<file path="src/rtl/ha2_task4_pkg.sv">
// Shared types and ASCII constants for the "UCLA" keyword detector.
package ha2_task4_pkg;

    typedef enum logic [1:0] {
        S0   = 2'd0,
        SU   = 2'd1,
        SUC  = 2'd2,
        SUCL = 2'd3
    } state_t;

    localparam logic [6:0] CH_U      = 7'h55;
    localparam logic [6:0] CH_C      = 7'h43;
    localparam logic [6:0] CH_L      = 7'h4C;
    localparam logic [6:0] CH_A      = 7'h41;
    localparam logic [6:0] FOLD_MASK = 7'h20;

    function automatic logic is_lower(input logic [6:0] ch);
        return (ch >= 7'h61) && (ch <= 7'h7A);
    endfunction

endpackage

</file>
<file path="src/rtl/ha2_task4_ascii_upcase.sv">
// Combinational ASCII case fold: lowercase letters map to uppercase when enabled.
module ascii_upcase
    import ha2_task4_pkg::*;
#(
    parameter bit CASE_INSENSITIVE = 1'b1
) (
    input  logic [6:0] i_ch,
    output logic [6:0] o_ch
);

    always_comb begin
        o_ch = i_ch;
        if (CASE_INSENSITIVE && is_lower(i_ch)) begin
            o_ch = i_ch & ~FOLD_MASK;
        end
    end

endmodule

</file>
<file path="src/rtl/ha2_task4.sv">
// Streaming "UCLA" keyword detector: one character per RDY edge, one-cycle registered flag F.
module ha2_task4
    import ha2_task4_pkg::*;
#(
    parameter bit CASE_INSENSITIVE = 1'b1
) (
    input  logic       CLK,
    input  logic       RST,
    input  logic       RDY,
    input  logic [6:0] DIN,
    output logic       F
);

    logic [6:0] w_ch;
    state_t     r_state;
    state_t     w_state_next;
    logic       w_hit;

    ascii_upcase #(
        .CASE_INSENSITIVE(CASE_INSENSITIVE)
    ) u_upcase (
        .i_ch(DIN),
        .o_ch(w_ch)
    );

    // A 'U' restarts matching from any state, since the keyword has no self-overlap.
    always_comb begin
        w_state_next = S0;
        w_hit        = 1'b0;
        unique case (r_state)
            S0:   w_state_next = (w_ch == CH_U) ? SU : S0;
            SU:   w_state_next = (w_ch == CH_C) ? SUC : ((w_ch == CH_U) ? SU : S0);
            SUC:  w_state_next = (w_ch == CH_L) ? SUCL : ((w_ch == CH_U) ? SU : S0);
            SUCL: begin
                if (w_ch == CH_A) begin
                    w_state_next = S0;
                    w_hit        = 1'b1;
                end else if (w_ch == CH_U) begin
                    w_state_next = SU;
                end else begin
                    w_state_next = S0;
                end
            end
            default: w_state_next = S0;
        endcase
    end

    always_ff @(posedge CLK or negedge RST) begin
        if (!RST) begin
            r_state <= S0;
            F       <= 1'b0;
        end else begin
            F <= RDY && w_hit;
            if (RDY) begin
                r_state <= w_state_next;
            end
        end
    end

endmodule

</file>
<file path="config.mk">
export PLATFORM = sky130hd
export DESIGN_NAME = ha2_task4
export DESIGN_NICKNAME = d
export VERILOG_FILES = /design/src/rtl/ha2_task4_pkg.sv /design/src/rtl/ha2_task4_ascii_upcase.sv /design/src/rtl/ha2_task4.sv
export SDC_FILE = /design/constraint.sdc
export NUM_CORES = 1
export LEC_CHECK = 0
export CAP_MARGIN = 5
export CORE_AREA = 4 4 41 43
export CTS_CLUSTER_DIAMETER = 50
export CTS_CLUSTER_SIZE = 14
export DETAILED_ROUTE_END_ITERATION = 8
export DIE_AREA = 0 0 45 47
export GPL_ROUTABILITY_DRIVEN = 0
export PLACE_DENSITY = 0.34
export SLEW_MARGIN = 5
export SYNTH_ARGS = -nofsm -noshare
export SYNTH_HDL_FRONTEND = slang
export SYNTH_SLANG_ARGS = --single-unit
</file>
<file path="constraint.sdc">
create_clock -name CLK -period 1.6 [get_ports CLK]
set_clock_uncertainty 0.2 [all_clocks]
set_input_delay 0.24 -clock CLK [delete_from_list [all_inputs] [get_ports CLK]]
set_output_delay 0.24 -clock CLK [all_outputs]
set_load 0.03 [all_outputs]
</file>
---- After elaboration in Yosys (flattened, before gate mapping) ----
Index checks and enable logic that the tools add are counted.
storage, ports and cells
  flip-flop bits (word level) ............. 3
  output and inout port bits .............. 1
  logic and storage cells ................. 22
cells by class
  magnitude comparators ................... 2
  equality and inequality tests ........... 7
  muxes and demuxes ....................... 8
  reduce and logical (&&, ||, !) cells .... 3
operator list
  kind                                                                   count
  7-bit equality test, second input constant                             4
  2-bit case mux with 4 select lines                                     1
  7-bit greater-or-equal comparator, second input constant               1
  7-bit less-or-equal comparator, second input constant                  1
  6-bit two-way mux                                                      1
  2-bit equality test, second input constant                             2
  1-bit two-way mux                                                      4
  2-bit two-way mux                                                      2
  2-bit by 1-bit equality test with 1-bit output, second input constant  1
  1-bit logical AND                                                      2
  2-bit logical NOT                                                      1

---- Depth between registers and ports, before layout ----
  depth after elaboration ................. 7
  gate-level depth with buffers ........... 3

---- Cells and area by module ----
A second synthesis with hierarchy kept.
second synthesis, totals
  cells, all modules ...................... 29
  area total of the unflattened synthesis .. 272.8 um^2
modules (own cells, without submodules)
  module        times used  cells each  area an instance (um^2)  sequential area each (um^2)
  ha2_task4     1           18          196.4                    75.1
  ascii_upcase  1           11          76.3                     0.0

---- Worst setup path before layout ----
Ideal clock, no wire load.
  path kind ............................... reg2reg
  from .................................... register r_state[0]
  to ...................................... register r_state[0]
  arrival time ............................ 0.945 ns
  data required time ...................... 1.301 ns
  slack ................................... 0.355 ns
  stages on the path, launching flop included .. 4
  clock period less this slack ............ 1.245 ns
  path through ............................ dfrtp_1 -> nor4b_2 -> nand4_1 -> a311oi_1
on the way
  word-level cells in the longest chain between the ends .. 2
  elaborated cells between the ends (all ways) .. 5
RTL lines
  item                                         RTL line         source
  start, declared                              ha2_task4.sv:15  state_t r_state;
  start signal, assigned                       ha2_task4.sv:55  r_state <= w_state_next;
  2-bit equality test (tied with other cells)  ha2_task4.sv:30  unique case (r_state)
  2-bit case mux with 4 select lines (*)       ha2_task4.sv:30
Mark *: on every way between the ends. The rest lies on a longest branch, timed or not.
A chain may end at the register's enable or synchronous reset.

---- Worst setup path after layout ----
  from .................................... input port DIN[4]
  to ...................................... register r_state[0]
on the way
  word-level cells in the longest chain between the ends .. 7
  elaborated cells between the ends (all ways) .. 13
RTL lines
  item                                                                                 RTL line                      source
  start, declared                                                                      ha2_task4.sv:10               input logic [6:0] DIN,
  7-bit greater-or-equal comparator or 7-bit less-or-equal comparator (tied branches)  ha2_task4_pkg.sv:18           return (ch >= 7'h61) && (ch <= 7'h7A);
  1-bit logical AND                                                                    ha2_task4_pkg.sv:18
  6-bit two-way mux (*)                                                                ha2_task4_ascii_upcase.sv:13  if (CASE_INSENSITIVE && is_lower(i_ch)) begin
  7-bit equality test                                                                  n/a
  1-bit two-way mux                                                                    n/a
  1-bit two-way mux (tied with other cells)                                            ha2_task4.sv:35               if (w_ch == CH_A) begin
  2-bit case mux with 4 select lines (*)                                               ha2_task4.sv:30
Marks and branches as above.

==> impl_results.md <==
* Status: complete, no violations
* CTS tree: done
* Latest clock arrival within the worst-skew pair at between 0.2 and 0.25 ns
* Die Ht at approximately 47 um
* Worst Hold Class: reg -> reg
* Top-level I/O count at 11
* Sum of negative setup slack at 0 ns
* Port buffer count at 9
* R2R Path End: r_state[0]$_DFFE_PN0P_
* Nets at 44
* Initial Util at 13.37%
* Detailed Route WL at 450 um
* Total of max-cap violations at 0
* Final Hold Fails at 0
* Beginning of the worst hold path: r_state[1]$_DFFE_PN0P_
* Antenna violations before repair at 0
* Post-CTS setup buffers at 0
* Fin area at roughly 340 um2
* Hold path depth at 2
* Post-route setup slack at 0.1442 ns
* Clock power frac at between 50% and 60%
* Critical path origin: DIN[4]
* Sw frac at ~22%
* Yosys cell types at 10
* Cell area after synthesis at 173.9 um2
* DRC errors left at 0
* CORE AREA at 1301 um2
* GRT overflow at 0
* Yosys warns at 0
* Sequential share of power at 31.9%
* Row cnt at 13
* CP Capture Type: register
* Post-DP HPWL at 377.8 um
* Synth top area share at 43.17%
* Area leader, netlist: dfrtp_1
* Gate count after technology mapping at 16
* Synth async-reset ratio at 100.0%
* Max-slew violation count at 0
* Total CTS buffers at 3
* Die width at 45 um
* Number of synthesized flops with an enable pin at 0
* First drt pass iteration count at 1
* Area Overhead vs Synth at 95.68%
* Clock tree buffer depth at 2
* Unrepaired setup endpoints after global routing: false
* Int Power at 0.2026 mW
* Register area share after synthesis at 43.17%
* Placed cell areas at roughly 310 um2
* Fraction of layout cells with a size suffix above 1 at 21.21%
* Worst setup SP type: input port
* CTS Root Cell: clkbuf_4
* WL/cell at 9.375 um
* Yosys reg bits at 3
* Largest net degree at the start of global routing at 6
* Combinational share of power at between 15 and 20%
* Fin util at between 20% and 30%
* Crit path time final at between 1 and 1.5 ns
* Avg Cell Area, Syn at about 11 um2
* Pre-CTS setup slack at -0.1462 ns
* P_sw at just under 0.06 mW
* Leak Pwr at 0.1399 nW
* CP Data Required Time at 1.54 ns
* Post-Syn Nets at 26
* Reg2reg start: r_state[0]$_DFFE_PN0P_
* # diodes at 0
* Final setup fails at 0
* Crit Path Category: in -> reg
* Number of global-route vias before repair at 209
* Rel. slew slack at 80.36%
* Reg2reg setup slack at 0.26 ns
* First DRT Iteration DRCs at 0
* Slew @ Worst Pin at between 0.2 and 0.3 ns
* First-pass GRT wire length at slightly below 800 um
* H-tree levels at 1
* Hold Crit Endpoint: r_state[1]$_DFFE_PN0P_
* Maximum fanout along the worst path at 3
* Clk sinks at 3
* Final worst path period share at 90.99%
* Fmax achieved at 686.9 MHz
* Die Area at 2115 um2
* Tot GR Track Use at 5.450%
* Synth top area cells: dfrtp_1 (43%), nor2b_1 (11%), nor4b_2 (8.6%)
* Worst vdd ir at 0.1437 mV
* ANT nets after route at 0
* P per Cell Area at 765.6 nW/um2
* Synth cell count leaders: dfrtp_1 (3), nor2b_1 (3), nand4_1 (2), nor2_1 (2)
* Clock-pin slew on the worst setup and hold paths at 0.04 ns
* WP data arrival at approximately 1.4 ns
* Vias after detailed routing at ~190
* Via density per instance at 3.979
* Dominant synthesized flop cell: dfrtp_1
* R2R cell count at 3
## worst max-delay path by stage
| stage | slack [ns] | endpoint | depth (start not counted) |
|---|---|---|---|
| 5_1_grt | 0.06 | r_state[0]$_DFFE_PN0P_ | 4 |
| 3_5_place_dp | -0.15 | r_state[0]$_DFFE_PN0P_ | 4 |
| 3_3_place_gp | -0.13 | r_state[0]$_DFFE_PN0P_ | 4 |
| 2_1_floorplan | 0.36 | r_state[0]$_DFFE_PN0P_ | 3 |
| 6_report | 0.14 | r_state[0]$_DFFE_PN0P_ | 4 |
| 4_1_cts | 0.14 | r_state[0]$_DFFE_PN0P_ | 4 |
## routing by layer
layer  GRT usage (%)  up-vias  share of wire [%]
met2           9.040        9                 46
met3           1.916        0                 12
met5               0        -                  0
met1           4.545       83                 42
met4           7.018        0                  0
li1                -       99                  -
## repair_timing
action,4_1_cts,5_1_grt
endpoints found under the hold margin,3,0
hold buffers,1,0
resized for setup,1,0
setup endpoints to repair,1,0
## power by group through the flow
stage	logic, mW	clock network, mW	registers (mW)
floorplan	0.0104	0	0.0831
global placement	0.0400	0	0.0843
detailed placement	0.0410	0	0.0837
CTS	0.0424	0.146	0.0831
global route	0.0455	0.152	0.0838
finish	0.0418	0.136	0.0830
## through the flow
step | power, mW | hold WS, ns | instances
floorplan | 0.09350 | -0.2556 | 16
global placement | 0.1243 | 0.2324 | 43
detailed placement | 0.1247 | 0.2458 | 43
CTS | 0.2715 | 0.3771 | 48
global route | 0.2816 | 0.4182 | 48
finish | 0.2606 | 0.3710 | 48
## registers in the layout, indices dropped and copies added (netlist names)
signal	cells
F	1
r_state	2
## cells by family after synthesis
kind of cell / share of synthesized area (%)
AO/OA/AOI/OAI: 8.636
flip-flops: 43.16
AND/OR/NAND/NOR: 48.20
## layout make-up
cell class | count | area [um2]
Timing Repair Buffer | 13 | 121.4
Tap cell | 15 | 18.77
Multi-Input combinational cell | 13 | 98.84
Clock buffer | 4 | 26.28
Fill cell | 146 | 960.9
Sequential cell | 3 | 75.07
## critical path, cell delays in order
cell and delay (ns):
clkdlybuf4s50_1 0.44, nor4b_2 0.28, nand4_1 0.15, a311oi_1 0.28
## cells in the final DEF, fill, tap and decap left out
cell             count
clkdlybuf4s50_1      8
dfrtp_1              3
nor2b_1              3
clkbuf_4             3
buf_4                3
nand4_1              2
nor2_1               2
and4bb_1             1
and4_1               1
nor4b_2              1
a311oi_1             1
nand4b_1             1
a31oi_1              1
clkbuf_1             1
dlygate4sd3_1        1
dlygate4sd2_1        1
Note: power is estimated with default switching activity, not from simulation.
